File: src/rtl/enum_alu_pkg.sv
// Shared opcode constants, FSM state type and opcode helper for the shared-ALU arbiter.
// The MULX state exists only when ENUM_ALU_ARB_MUL_PIPE_EN is defined.
package enum_alu_pkg;

  localparam logic [7:0] OP_INC = 8'd17;
  localparam logic [7:0] OP_ADD = 8'd18;
  localparam logic [7:0] OP_SUB = 8'd19;

`ifdef ENUM_ALU_ARB_MUL_PIPE_EN
  typedef enum logic [1:0] {
    ST_IDLE = 2'd0,
    ST_EXEC = 2'd1,
    ST_MULX = 2'd2,
    ST_DONE = 2'd3
  } state_e;
`else
  typedef enum logic [1:0] {
    ST_IDLE = 2'd0,
    ST_EXEC = 2'd1,
    ST_DONE = 2'd2
  } state_e;
`endif

  // Every opcode outside the three named ones selects the multiply.
  function automatic logic is_mul(input logic [7:0] op);
    return !((op == OP_INC) || (op == OP_ADD) || (op == OP_SUB));
  endfunction

endpackage

File: src/rtl/enum_alu.sv
// Purely combinational opcode-selected ALU: INC, ADD, SUB, truncated MUL, all modulo 2^WIDTH.
module enum_alu
  import enum_alu_pkg::*;
#(
  parameter int WIDTH = 8
) (
  input  logic [7:0]       op,
  input  logic [WIDTH-1:0] a,
  input  logic [WIDTH-1:0] b,
  output logic [WIDTH-1:0] y
);

  logic [2*WIDTH-1:0] prod;

  assign prod = {{WIDTH{1'b0}}, a} * {{WIDTH{1'b0}}, b};

  always_comb begin
    y = prod[WIDTH-1:0];
    case (op)
      OP_INC:  y = a + WIDTH'(1);
      OP_ADD:  y = a + b;
      OP_SUB:  y = a - b;
      default: y = prod[WIDTH-1:0];
    endcase
  end

endmodule

File: src/rtl/enum_alu_arbiter.sv
// Round-robin arbiter sequencing two requesters through one shared ALU, one operation at a time.
// Optional ENUM_ALU_ARB_MUL_PIPE_EN adds a MULX stage that registers the multiply separately.
//
// state | meaning
// IDLE  | grant a valid requester, capture its op/operands
// EXEC  | compute result (or stage MUL operands when pipelined)
// MULX  | register pipelined product (macro builds only)
// DONE  | hold response until RESP_READY, then advance PTR
module enum_alu_arbiter
  import enum_alu_pkg::*;
#(
  parameter int WIDTH = 8
) (
  input  logic             CLK,
  input  logic             RST,
  input  logic             REQ0_VALID,
  output logic             REQ0_READY,
  input  logic [7:0]       REQ0_OP,
  input  logic [WIDTH-1:0] REQ0_A,
  input  logic [WIDTH-1:0] REQ0_B,
  input  logic             REQ1_VALID,
  output logic             REQ1_READY,
  input  logic [7:0]       REQ1_OP,
  input  logic [WIDTH-1:0] REQ1_A,
  input  logic [WIDTH-1:0] REQ1_B,
  output logic             RESP_VALID,
  input  logic             RESP_READY,
  output logic [WIDTH-1:0] RESP_DATA,
  output logic             RESP_ID
);

  state_e           state_q, state_d;
  logic             ptr_q, ptr_d;
  logic             id_q, id_d;
  logic             resp_id_q, resp_id_d;
  logic [7:0]       op_q, op_d;
  logic [WIDTH-1:0] a_q, a_d, b_q, b_d;
  logic [WIDTH-1:0] resp_data_q, resp_data_d;
  logic [WIDTH-1:0] alu_a, alu_b, alu_y;
  logic             grant_valid, grant_id, accept;
`ifdef ENUM_ALU_ARB_MUL_PIPE_EN
  logic [WIDTH-1:0] mul_a_q, mul_a_d, mul_b_q, mul_b_d;
`endif

  // Grant: sole valid requester wins; on contention PTR decides.
  always_comb begin
    grant_valid = REQ0_VALID || REQ1_VALID;
    grant_id    = 1'b0;
    if (REQ0_VALID && REQ1_VALID) grant_id = ptr_q;
    else if (REQ1_VALID)          grant_id = 1'b1;
  end

  assign accept     = !RST && (state_q == ST_IDLE) && grant_valid;
  assign REQ0_READY = accept && !grant_id;
  assign REQ1_READY = accept && grant_id;
  assign RESP_VALID = (state_q == ST_DONE);
  assign RESP_DATA  = resp_data_q;
  assign RESP_ID    = resp_id_q;

  always_comb begin
    alu_a = a_q;
    alu_b = b_q;
`ifdef ENUM_ALU_ARB_MUL_PIPE_EN
    if (state_q == ST_MULX) begin
      alu_a = mul_a_q;
      alu_b = mul_b_q;
    end
`endif
  end

  enum_alu #(.WIDTH(WIDTH)) u_alu (
    .op (op_q),
    .a  (alu_a),
    .b  (alu_b),
    .y  (alu_y)
  );

  always_comb begin
    state_d     = state_q;
    ptr_d       = ptr_q;
    id_d        = id_q;
    op_d        = op_q;
    a_d         = a_q;
    b_d         = b_q;
    resp_data_d = resp_data_q;
    resp_id_d   = resp_id_q;
`ifdef ENUM_ALU_ARB_MUL_PIPE_EN
    mul_a_d     = mul_a_q;
    mul_b_d     = mul_b_q;
`endif
    case (state_q)
      ST_IDLE: begin
        if (accept) begin
          id_d    = grant_id;
          op_d    = grant_id ? REQ1_OP : REQ0_OP;
          a_d     = grant_id ? REQ1_A  : REQ0_A;
          b_d     = grant_id ? REQ1_B  : REQ0_B;
          state_d = ST_EXEC;
        end
      end
      ST_EXEC: begin
        resp_id_d = id_q;
`ifdef ENUM_ALU_ARB_MUL_PIPE_EN
        if (is_mul(op_q)) begin
          mul_a_d = a_q;
          mul_b_d = b_q;
          state_d = ST_MULX;
        end else begin
          resp_data_d = alu_y;
          state_d     = ST_DONE;
        end
`else
        resp_data_d = alu_y;
        state_d     = ST_DONE;
`endif
      end
`ifdef ENUM_ALU_ARB_MUL_PIPE_EN
      ST_MULX: begin
        resp_data_d = alu_y;
        state_d     = ST_DONE;
      end
`endif
      ST_DONE: begin
        if (RESP_READY) begin
          ptr_d   = ~resp_id_q;
          state_d = ST_IDLE;
        end
      end
      default: state_d = ST_IDLE;
    endcase
  end

  always_ff @(posedge CLK) begin
    if (RST) begin
      state_q     <= ST_IDLE;
      ptr_q       <= 1'b0;
      id_q        <= 1'b0;
      op_q        <= 8'd0;
      a_q         <= '0;
      b_q         <= '0;
      resp_data_q <= '0;
      resp_id_q   <= 1'b0;
`ifdef ENUM_ALU_ARB_MUL_PIPE_EN
      mul_a_q     <= '0;
      mul_b_q     <= '0;
`endif
    end else begin
      state_q     <= state_d;
      ptr_q       <= ptr_d;
      id_q        <= id_d;
      op_q        <= op_d;
      a_q         <= a_d;
      b_q         <= b_d;
      resp_data_q <= resp_data_d;
      resp_id_q   <= resp_id_d;
`ifdef ENUM_ALU_ARB_MUL_PIPE_EN
      mul_a_q     <= mul_a_d;
      mul_b_q     <= mul_b_d;
`endif
    end
  end

endmodule

File: config.mk
export PLATFORM = sky130hd
export DESIGN_NAME = enum_alu_arbiter
export DESIGN_NICKNAME = d
export VERILOG_FILES = /design/src/rtl/enum_alu_pkg.sv /design/src/rtl/enum_alu.sv /design/src/rtl/enum_alu_arbiter.sv
export SDC_FILE = /design/constraint.sdc
export NUM_CORES = 1
export LEC_CHECK = 0
export CAP_MARGIN = 20
export CORE_MARGIN = 5
export CORE_UTILIZATION = 47
export CTS_CLUSTER_SIZE = 12
export DETAILED_ROUTE_END_ITERATION = 10
export GPL_TIMING_DRIVEN = 0
export PLACE_DENSITY_LB_ADDON = 0.05
export SLEW_MARGIN = 40
export SYNTH_ARGS = -nofsm -noshare
export SYNTH_HDL_FRONTEND = slang
export SYNTH_SLANG_ARGS = --single-unit
File: constraint.sdc
create_clock -name CLK -period 4.3 [get_ports CLK]
set_clock_uncertainty 0.15 [all_clocks]
set_input_delay 0.43 -clock CLK [delete_from_list [all_inputs] [get_ports CLK]]
set_output_delay 0.43 -clock CLK [all_outputs]
set_load 0.02 [all_outputs]
Word level (Yosys, flattened, before mapping)
Index checks and enable logic that the tools add are counted.
{"block": "totals", "register_bits": 37, "in_bits": 53}
{"block": "op_classes", "n_addsub": 3, "multipliers": 1, "eq_ne": 7, "n_mux": 9, "n_bitwise": 1, "n_reduce_logical": 12}
{"operator": "== test 8 x 5 -> 1 bit, second input constant", "count": 3}
{"operator": "two-way mux 8 bit", "count": 3}
{"operator": "one-hot mux 8 bit (3 select lines)", "count": 1}
{"operator": "adder 8 x 1 -> 8 bit, second input constant", "count": 1}
{"operator": "adder 8 bit", "count": 1}
{"operator": "multiplier 8 x 8 -> 8 bit", "count": 1}
{"operator": "subtractor 8 bit", "count": 1}
{"operator": "one-hot mux 2 bit (3 select lines)", "count": 1}
{"operator": "AND reduction 2 bit", "count": 3}
{"operator": "logical AND 1 bit", "count": 5}
{"operator": "two-way mux 2 bit", "count": 2}
{"operator": "== test 2 x 1 -> 1 bit, second input constant", "count": 1}
{"operator": "== test 2 bit, second input constant", "count": 1}
{"operator": "zero test 1 bit", "count": 2}
{"operator": "zero test 2 bit", "count": 1}
{"operator": "two-way mux 1 bit", "count": 2}
{"operator": "!= test 2 x 1 -> 1 bit, second input constant", "count": 1}
{"operator": "!= test 2 bit, second input constant", "count": 1}
{"operator": "logical OR 1 bit", "count": 1}
{"operator": "NOT 1 bit", "count": 1}

Logic depth before layout (Yosys ltp)
Gate-level depths: netlist (run 1).
{"block": "logic_depth", "word_depth": 5, "depth_mapped": 17, "mapped_depth_nobuf": 16}

By module
Synthesis (run 1) repeated with hierarchy kept, for this count alone.
{"block": "unflattened", "cells_unflattened": 405, "hier_area_um2": 3382.0}
{"module": "enum_alu_arbiter", "instances": 1, "cells_each": 202, "area_each_um2": 1855.5}
{"module": "enum_alu", "instances": 1, "cells_each": 203, "area_each_um2": 1526.5}

Worst setup path before layout (run 1)
Ideal clock, no wire load.
{"block": "synth_path", "path_type": "register -> register", "startpoint": "register b_q[2], in the netlist alu_b[2]", "endpoint": "register resp_data_q[7], in the netlist RESP_DATA[7]", "arrival_ns": 4.056, "path_slack_ns": 0.034, "path_stages_with_launch": 15, "path_buffers": 1, "path_cell_list": "dfxtp_1 > clkbuf_1 > nand2_1 > fa_1 > fa_1 > inv_1 > fa_1 > inv_1 > fa_1 > xor2_1 > xnor3_1 > xnor3_1 > xnor3_1 > a311oi_1 > o31a_1"}
{"block": "synth_via", "elab_chain_len": 2, "elab_cells_between_ends": 4}
{"item": "start: declaration", "line_no": "enum_alu_arbiter.sv:37", "rtl": "logic [WIDTH-1:0] a_q, a_d, b_q, b_d;"}
{"item": "start signal: assignment", "line_no": "enum_alu_arbiter.sv:140", "rtl": "b_q <= '0;"}
{"item": "start signal: assignment", "line_no": "enum_alu_arbiter.sv:153", "rtl": "b_q <= b_d;"}
{"item": "multiplier 8 x 8 -> 8 bit, or another cell as far along", "line_no": "enum_alu.sv:15", "rtl": "assign prod = {{WIDTH{1'b0}}, a} * {{WIDTH{1'b0}}, b};"}
{"item": "one-hot mux 8 bit (3 select lines) *", "line_no": "enum_alu.sv:19", "rtl": "case (op)"}
{"item": "end signal: assignment", "line_no": "enum_alu_arbiter.sv:154", "rtl": "resp_data_q <= resp_data_d;"}
{"item": "end: declaration", "line_no": "enum_alu_arbiter.sv:38", "rtl": "logic [WIDTH-1:0] resp_data_q, resp_data_d;"}
Every way passes the cells marked *; elsewhere a longest branch is shown, timed or not.
A chain may end at the register's enable or synchronous reset.

Final worst setup path (run 1)
{"block": "layout_path", "startpoint": "register a_q[2]", "endpoint": "register resp_data_q[7], in the netlist RESP_DATA[7]"}
{"block": "layout_via", "elab_chain_len": 2, "elab_cells_between_ends": 5}
{"item": "start: declaration", "line_no": "enum_alu_arbiter.sv:37"}
{"item": "start signal: assignment", "line_no": "enum_alu_arbiter.sv:139", "rtl": "a_q <= '0;"}
{"item": "start signal: assignment", "line_no": "enum_alu_arbiter.sv:152", "rtl": "a_q <= a_d;"}
{"item": "multiplier 8 x 8 -> 8 bit, or another cell as far along", "line_no": "enum_alu.sv:15"}
{"item": "one-hot mux 8 bit (3 select lines) *", "line_no": "enum_alu.sv:19"}
Marked as above.

==> results of run 1 <==
[kinds of logic after synthesis]
| family | synth area share, % |
|---|---|
| muxes | 8.000 |
| and+or+nand+nor | 19.42 |
| xor gates and xnor gates | 8.501 |
| AOI/OAI and AO/OA | 13.75 |
| DFF | 24.67 |
| buffers and inverters | 7.000 |
| adders and majority gates | 18.67 |
[synthesized netlist by cell type (2+ instances only)]
master     n  area [sq um]
nor2_1    50         187.7
dfxtp_1   37         740.7
inv_1     33         123.9
nand2_1   28         105.1
a211oi_1  25         187.7
ha_1      24         300.3
mux2i_1   24         240.2
clkbuf_1  16         60.06
and2_1    14         87.58
fa_1      13         260.3
a21oi_1   12         60.06
nor3_1    10         50.05
xor2_1     9         78.83
o21ai_0    8         40.04
xnor2_1    8         70.07
nor2b_1    6         37.54
a311oi_1   4         35.03
xnor3_1    4         90.09
a31oi_1    3         18.77
buf_2      3         15.01
a21o_1     2         15.01
buf_1      2         7.510
nand2b_1   2         12.51
nand3_1    2         10.01
or3_1      2         12.51
[worst paths after layout]
check | startpoint | end
worst max-delay path | a_q[2] | RESP_DATA[7]
worst min-delay path | id_q | RESP_ID
worst max register to register | a_q[2] | RESP_DATA[7]
worst min register to register | id_q | RESP_ID
[flip-flops by register name, indices dropped and copies added (netlist names)]
| name | flops |
|---|---|
| alu_b | 8 |
| ptr_q | 1 |
| id_q | 1 |
| state_q | 2 |
| RESP_ID | 1 |
| a_q | 8 |
| RESP_DATA | 8 |
| op_q | 8 |
[repair_timing]
item	4_1_cts	5_1_grt
pin swaps	2	4
gates resized for setup	8	5
setup endpoints to repair	1	1
buffers inserted	0	3
[worst register-to-register path, cell delays in order, from the launching register on]
cell	delay, ns
dfxtp_2	0.43
nand2_1	0.12
fa_2	0.38
fa_1	0.54
inv_1	0.05
fa_1	0.47
inv_1	0.05
fa_1	0.42
xor2_1	0.17
xnor3_1	0.25
xnor3_1	0.23
xnor3_1	0.38
a311oi_1	0.23
o31a_1	0.17
[per-stage QoR]
stage / area, sq um / power (mW) / cells
after floorplan: 3003 / 0.6182 / 358
after global placement: 3730 / 0.7394 / 498
after detailed placement: 3730 / 0.7428 / 498
after CTS: 3837 / 1.026 / 503
after global routing: 3874 / 1.089 / 506
final: 3874 / 1.021 / 506
[where the power goes]
part	switching, mW	internal [mW]
Clock	0.132	0.148
Combinational	0.164	0.164
Sequential	0.0372	0.376
Total	0.333	0.688
[area by class of cell]
class | instances | area share, %
clock buffer | 7 | 2.487
buffer | 18 | 2.003
inverter | 34 | 3.295
clock inverter | 1 | 0.2261
tap | 77 | 2.487
timing repair buffer | 66 | 16.86
sequential | 37 | 19.51
multi-input combinational | 266 | 53.13
[per-layer routing]
layer,up-vias,wire length (microns)
met1,1214,3328
met5,-,0
met2,55,3373
met4,0,78
li1,1343,-
met3,8,415
==> run_results.csv, run 1 <==
group,metric,value,unit
status,status,"completed",
finish,final_cell_mix,"clkdlybuf4s50_1 (63), nor2_1 (50), inv_1 (33), dfxtp_1 (31), nand2_1 (28)",
sta,timing.hold.ws,0.3212,ns
synth,yosysSeqAreaShare,24.67,%
worst_setup_path,reg2reg_slack,0.21,ns
finish,nets,518,
global_routing,grt.met2_usage,29.76,%
place,hpwl,5.844,mm
drt,routed_wl,7.195,mm
global_routing,grtUsageMet3,3.172,%
worst_hold_path,hold_depth,2,
global_routing,busiest_layer,"met2",
finish,drive_above_1_share,7.226,%
synth,synth_nets,448,
drt,dr.first_iter.drc_count,105,
floorplan,die_x,89.93,microns
global_routing,first_global_vias,2665,
floorplan,pin_count,65,
floorplan,fp-row-count,29,
pwr,p_per_area,263.6,nW/um^2
worst_setup_path,critPathTopFamily,"adder cells",
global_routing,grt_overflow,0,
cts,h-tree-depth,2,
sta,clock.fmax,244.3,MHz
synth,netlist_instances,358,
drt,ant_nets,0,
finish,fill_cells,612,
finish,regArea,755.7,sq um
worst_setup_path,path_depth,13,
global_routing,grt_usage,18.04,%
synth,async_flop_share,0,%
place,io_buffer_count,63,
floorplan,start_util,47.84,%
synth,ys_types,42,
sta,slew_headroom,54.36,%
sta,worst_slack,0.2059,ns
place,place_congestion,0.8626,
synth,synthFlopType,"dfxtp_1",
cts,cts_hold_buf,0,
flow_run,drv_cap,0,
worst_setup_path,r2r.worst_path.cells,13,
finish,final_common_cell,"clkdlybuf4s50_1",
worst_setup_path,slowest_delay,0.54,ns
synth,synth_edf_count,0,
worst_setup_path,cp-start-kind,"flop",
cts,numCtsBuffers,5,
cts,clk_path_buf_depth,2,
worst_setup_path,worstPathRequired,4.39,ns
drt,vias_per_cell,5.178,
floorplan,dieHeight,89.93,microns
sta,setup_tns,0,ns
sta,hold_violations,0,
cts,root_buffer,"clkbuf_8",
synth,synth_seq_cells,37,
cts,clk_pin_slew_worst_paths,0.08,ns
finish,area_growth,29.00,%
drt,drc_errors,0,
pwr,p_leak,1.742,nW
synth,ys_warn_count,0,
synth,avgSynthCellArea,8.388,sq um
sta,worst_pin_slew,0.6800,ns
worst_setup_path,crit_type,"reg -> reg",
worst_hold_path,hold_class,"reg -> reg",
synth,synth_area,3003,sq um
sta,period_needed,4.094,ns
floorplan,coreArea,6277,sq um
cts,clkSinkCount,37,
worst_setup_path,slowest_stage,"fa_1",
finish,diodes,0,
sta,setup_violations,0,
finish,multi_input_area,2058,sq um
global_routing,grt_antenna_before_repair,0,
finish,fin_util,61.71,%
drt,via_count,2620,
worst_setup_path,cp_max_fo,8,
place,dpl_worst_slack,-0.3642,ns
floorplan,die-area,8087,sq um
worst_setup_path,crit_buf_inv,2,
drt,wl_per_cell,14.22,microns
drt,drtPass1Iterations,4,
worst_setup_path,worstSetupEndpointType,"flop",
global_routing,grt_max_degree,13,
cts,cts_tree,"built",
pwr,ir_drop,204.6,uV
worst_setup_path,path_cells,"nand2_1 -> fa_2 -> fa_1 -> inv_1 -> fa_1 -> inv_1 -> fa_1 -> xor2_1 -> xnor3_1 -> xnor3_1 -> xnor3_1 -> a311oi_1 -> o31a_1",
sta,finalMaxSlewViolations,0,
global_routing,met1_usage,23.87,%
worst_setup_path,crit_arrival,4.18,ns
sta,period_share,95.21,%
cts,clk_latency,0.29,ns
global_routing,grt_pass1_wl,12.30,mm
No activity file was read; power rests on OpenSTA's default activity.
==> inputs of run 2 (changes only) <==
CORE_UTILIZATION = 50   (was 47)
CTS_BUF_LIST = sky130_fd_sc_hd__clkbuf_4   (was not set)
clock period = 4.5 ns   (was 4.3 ns; I/O delays follow)
==> run_results.csv, run 2 (same netlist as run 1, synthesis figures left out) <==
group,metric,value,unit
finish,area_growth,25.92,%
drt,routed_wl,7.184,mm
place,place_congestion,0.8686,
place,hpwl,5.801,mm
global_routing,grt_antenna_before_repair,0,
sta,timing.hold.ws,0.3167,ns
place,dpl_worst_slack,-0.1307,ns
worst_hold_path,hold_class,"reg -> reg",
finish,diodes,0,
floorplan,die-area,7655,sq um
finish,final_cell_mix,"clkdlybuf4s50_1 (63), nor2_1 (50), inv_1 (33), dfxtp_1 (32), nand2_1 (28)",
place,io_buffer_count,63,
worst_setup_path,r2r.worst_path.cells,14,
pwr,p_leak,1.695,nW
worst_setup_path,crit_type,"reg -> reg",
worst_setup_path,reg2reg_slack,0.15,ns
finish,final_common_cell,"clkdlybuf4s50_1",
drt,dr.first_iter.drc_count,146,
finish,fin_cells,500,
finish,nets,515,
floorplan,coreArea,5886,sq um
cts,numCtsBuffers,5,
drt,via_count,2645,
cts,h-tree-depth,2,
cts,clk_path_buf_depth,2,
pwr,p_per_area,231.2,nW/um^2
global_routing,grt_usage,20.00,%
status,status,"completed",
floorplan,start_util,51.02,%
floorplan,fp-row-count,28,
worst_setup_path,reg2reg_to,"RESP_DATA[7]",
sta,period_needed,4.355,ns
global_routing,grt_overflow,0,
place,dpl_cell_area,3727,sq um
floorplan,pin_count,65,
global_routing,met1_usage,25.61,%
sta,rsz0062_at_grt,"no",
global_routing,grtUsageMet3,5.109,%
pwr,power.total,0.8742,mW
drt,vias_per_cell,5.290,
global_routing,grt_max_degree,13,
finish,final_area,3781,sq um
worst_setup_path,worstPathRequired,4.65,ns
sta,slew_headroom,53.77,%
drt,wl_per_cell,14.37,microns
worst_setup_path,cp_max_fo,10,
floorplan,dieHeight,87.50,microns
pwr,ir_drop,168.1,uV
sta,period_share,96.77,%
worst_setup_path,r2r_start,"alu_b[3]",
worst_hold_path,min_to,"RESP_ID",
sta,worst_pin_slew,0.6889,ns
sta,worst_slack,0.1453,ns
flow_run,drv_cap,0,
sta,finalMaxSlewViolations,0,
drt,drtPass1Iterations,4,
sta,hold_violations,0,
cts,root_buffer,"clkbuf_4",
worst_hold_path,hold_depth,2,
global_routing,grt.met2_usage,32.74,%
cts,clk_pin_slew_worst_paths,0.12,ns
finish,drive_above_1_share,5.647,%
cts,cts_hold_buf,0,
drt,ant_nets,0,
drt,drc_errors,0,
worst_setup_path,worstSetupEndpointType,"flop",
sta,setup_violations,0,
global_routing,busiest_layer,"met2",
cts,cts_setup_buffers,0,
floorplan,die_x,87.50,microns
cts,clk_latency,0.35,ns
cts,cts_tree,"built",
worst_setup_path,cp-start-kind,"flop",
worst_setup_path,crit_arrival,4.51,ns
global_routing,first_global_vias,2666,
global_routing,grt_pass1_wl,12.03,mm
place,numPlacedInstances,496,
cts,clkSinkCount,37,
sta,clock.fmax,229.6,MHz
worst_hold_path,hp-start,"id_q",
[run 2: metal layers]
| layer | part of all wire, % | up-vias |
|---|---|---|
| li1 | - | 1340 |
| met1 | 45 | 1225 |
| met2 | 48 | 71 |
| met3 | 6.1 | 9 |
| met4 | 1.0 | 0 |
| met5 | 0 | - |
[run 2: worst max-delay path by stage]
stage                     slack [ns]  startpoint  cells after the start           end
after CTS                       0.01      a_q[2]                     13  RESP_DATA[7]
after detailed placement       -0.13    alu_b[2]                     14  RESP_DATA[7]
after global routing            0.01    alu_b[3]                     14  RESP_DATA[7]
after global placement         -0.12    alu_b[2]                     14  RESP_DATA[7]
after floorplan                 0.23    alu_b[2]                     14  RESP_DATA[7]
final                           0.15    alu_b[3]                     14  RESP_DATA[7]
[run 2: cell type report]
| class | count | area [sq um] |
|---|---|---|
| Tap cell | 75 | 93.84 |
| Buffer | 18 | 73.82 |
| Sequential cell | 37 | 752.0 |
| Inverter | 34 | 127.6 |
| Timing Repair Buffer | 63 | 630.6 |
| Clock buffer | 5 | 37.54 |
| Fill cell | 550 | 2105 |
| Clock inverter | 2 | 11.26 |
| Multi-Input combinational cell | 266 | 2054 |
[run 2: through the flow]
stage | utilization, % | TNS (ns)
after floorplan | - | 0
after global placement | 63.33 | -0.1175
after detailed placement | 63.33 | -0.1307
after CTS | 64.09 | 0
after global routing | 64.24 | 0
final | 64.24 | 0
[run 2: power by group]
part           leakage [nW]  internal [mW]  total (mW)  switching, mW
Clock                0.0247         0.0562       0.172          0.116
Combinational          1.36          0.152       0.308          0.155
Sequential            0.307          0.359       0.395         0.0358
Total                  1.70          0.568       0.874          0.307
[run 2: timing repair]
item	4_1_cts	5_1_grt
setup endpoints to repair	1	1
gates resized for setup	3	7
pin swaps	0	1
[run 2: worst max-delay path: stages, from the launching register on]
cell and delay, ns:
dfxtp_1 0.33, buf_4 0.17, nand2_1 0.09, fa_2 0.37, fa_1 0.54, inv_1 0.05, fa_1 0.47, inv_1 0.05
fa_1 0.44, xor2_1 0.20, xnor3_1 0.33, xnor3_1 0.39, xnor3_1 0.26, a311oi_1 0.29, o31a_1 0.17
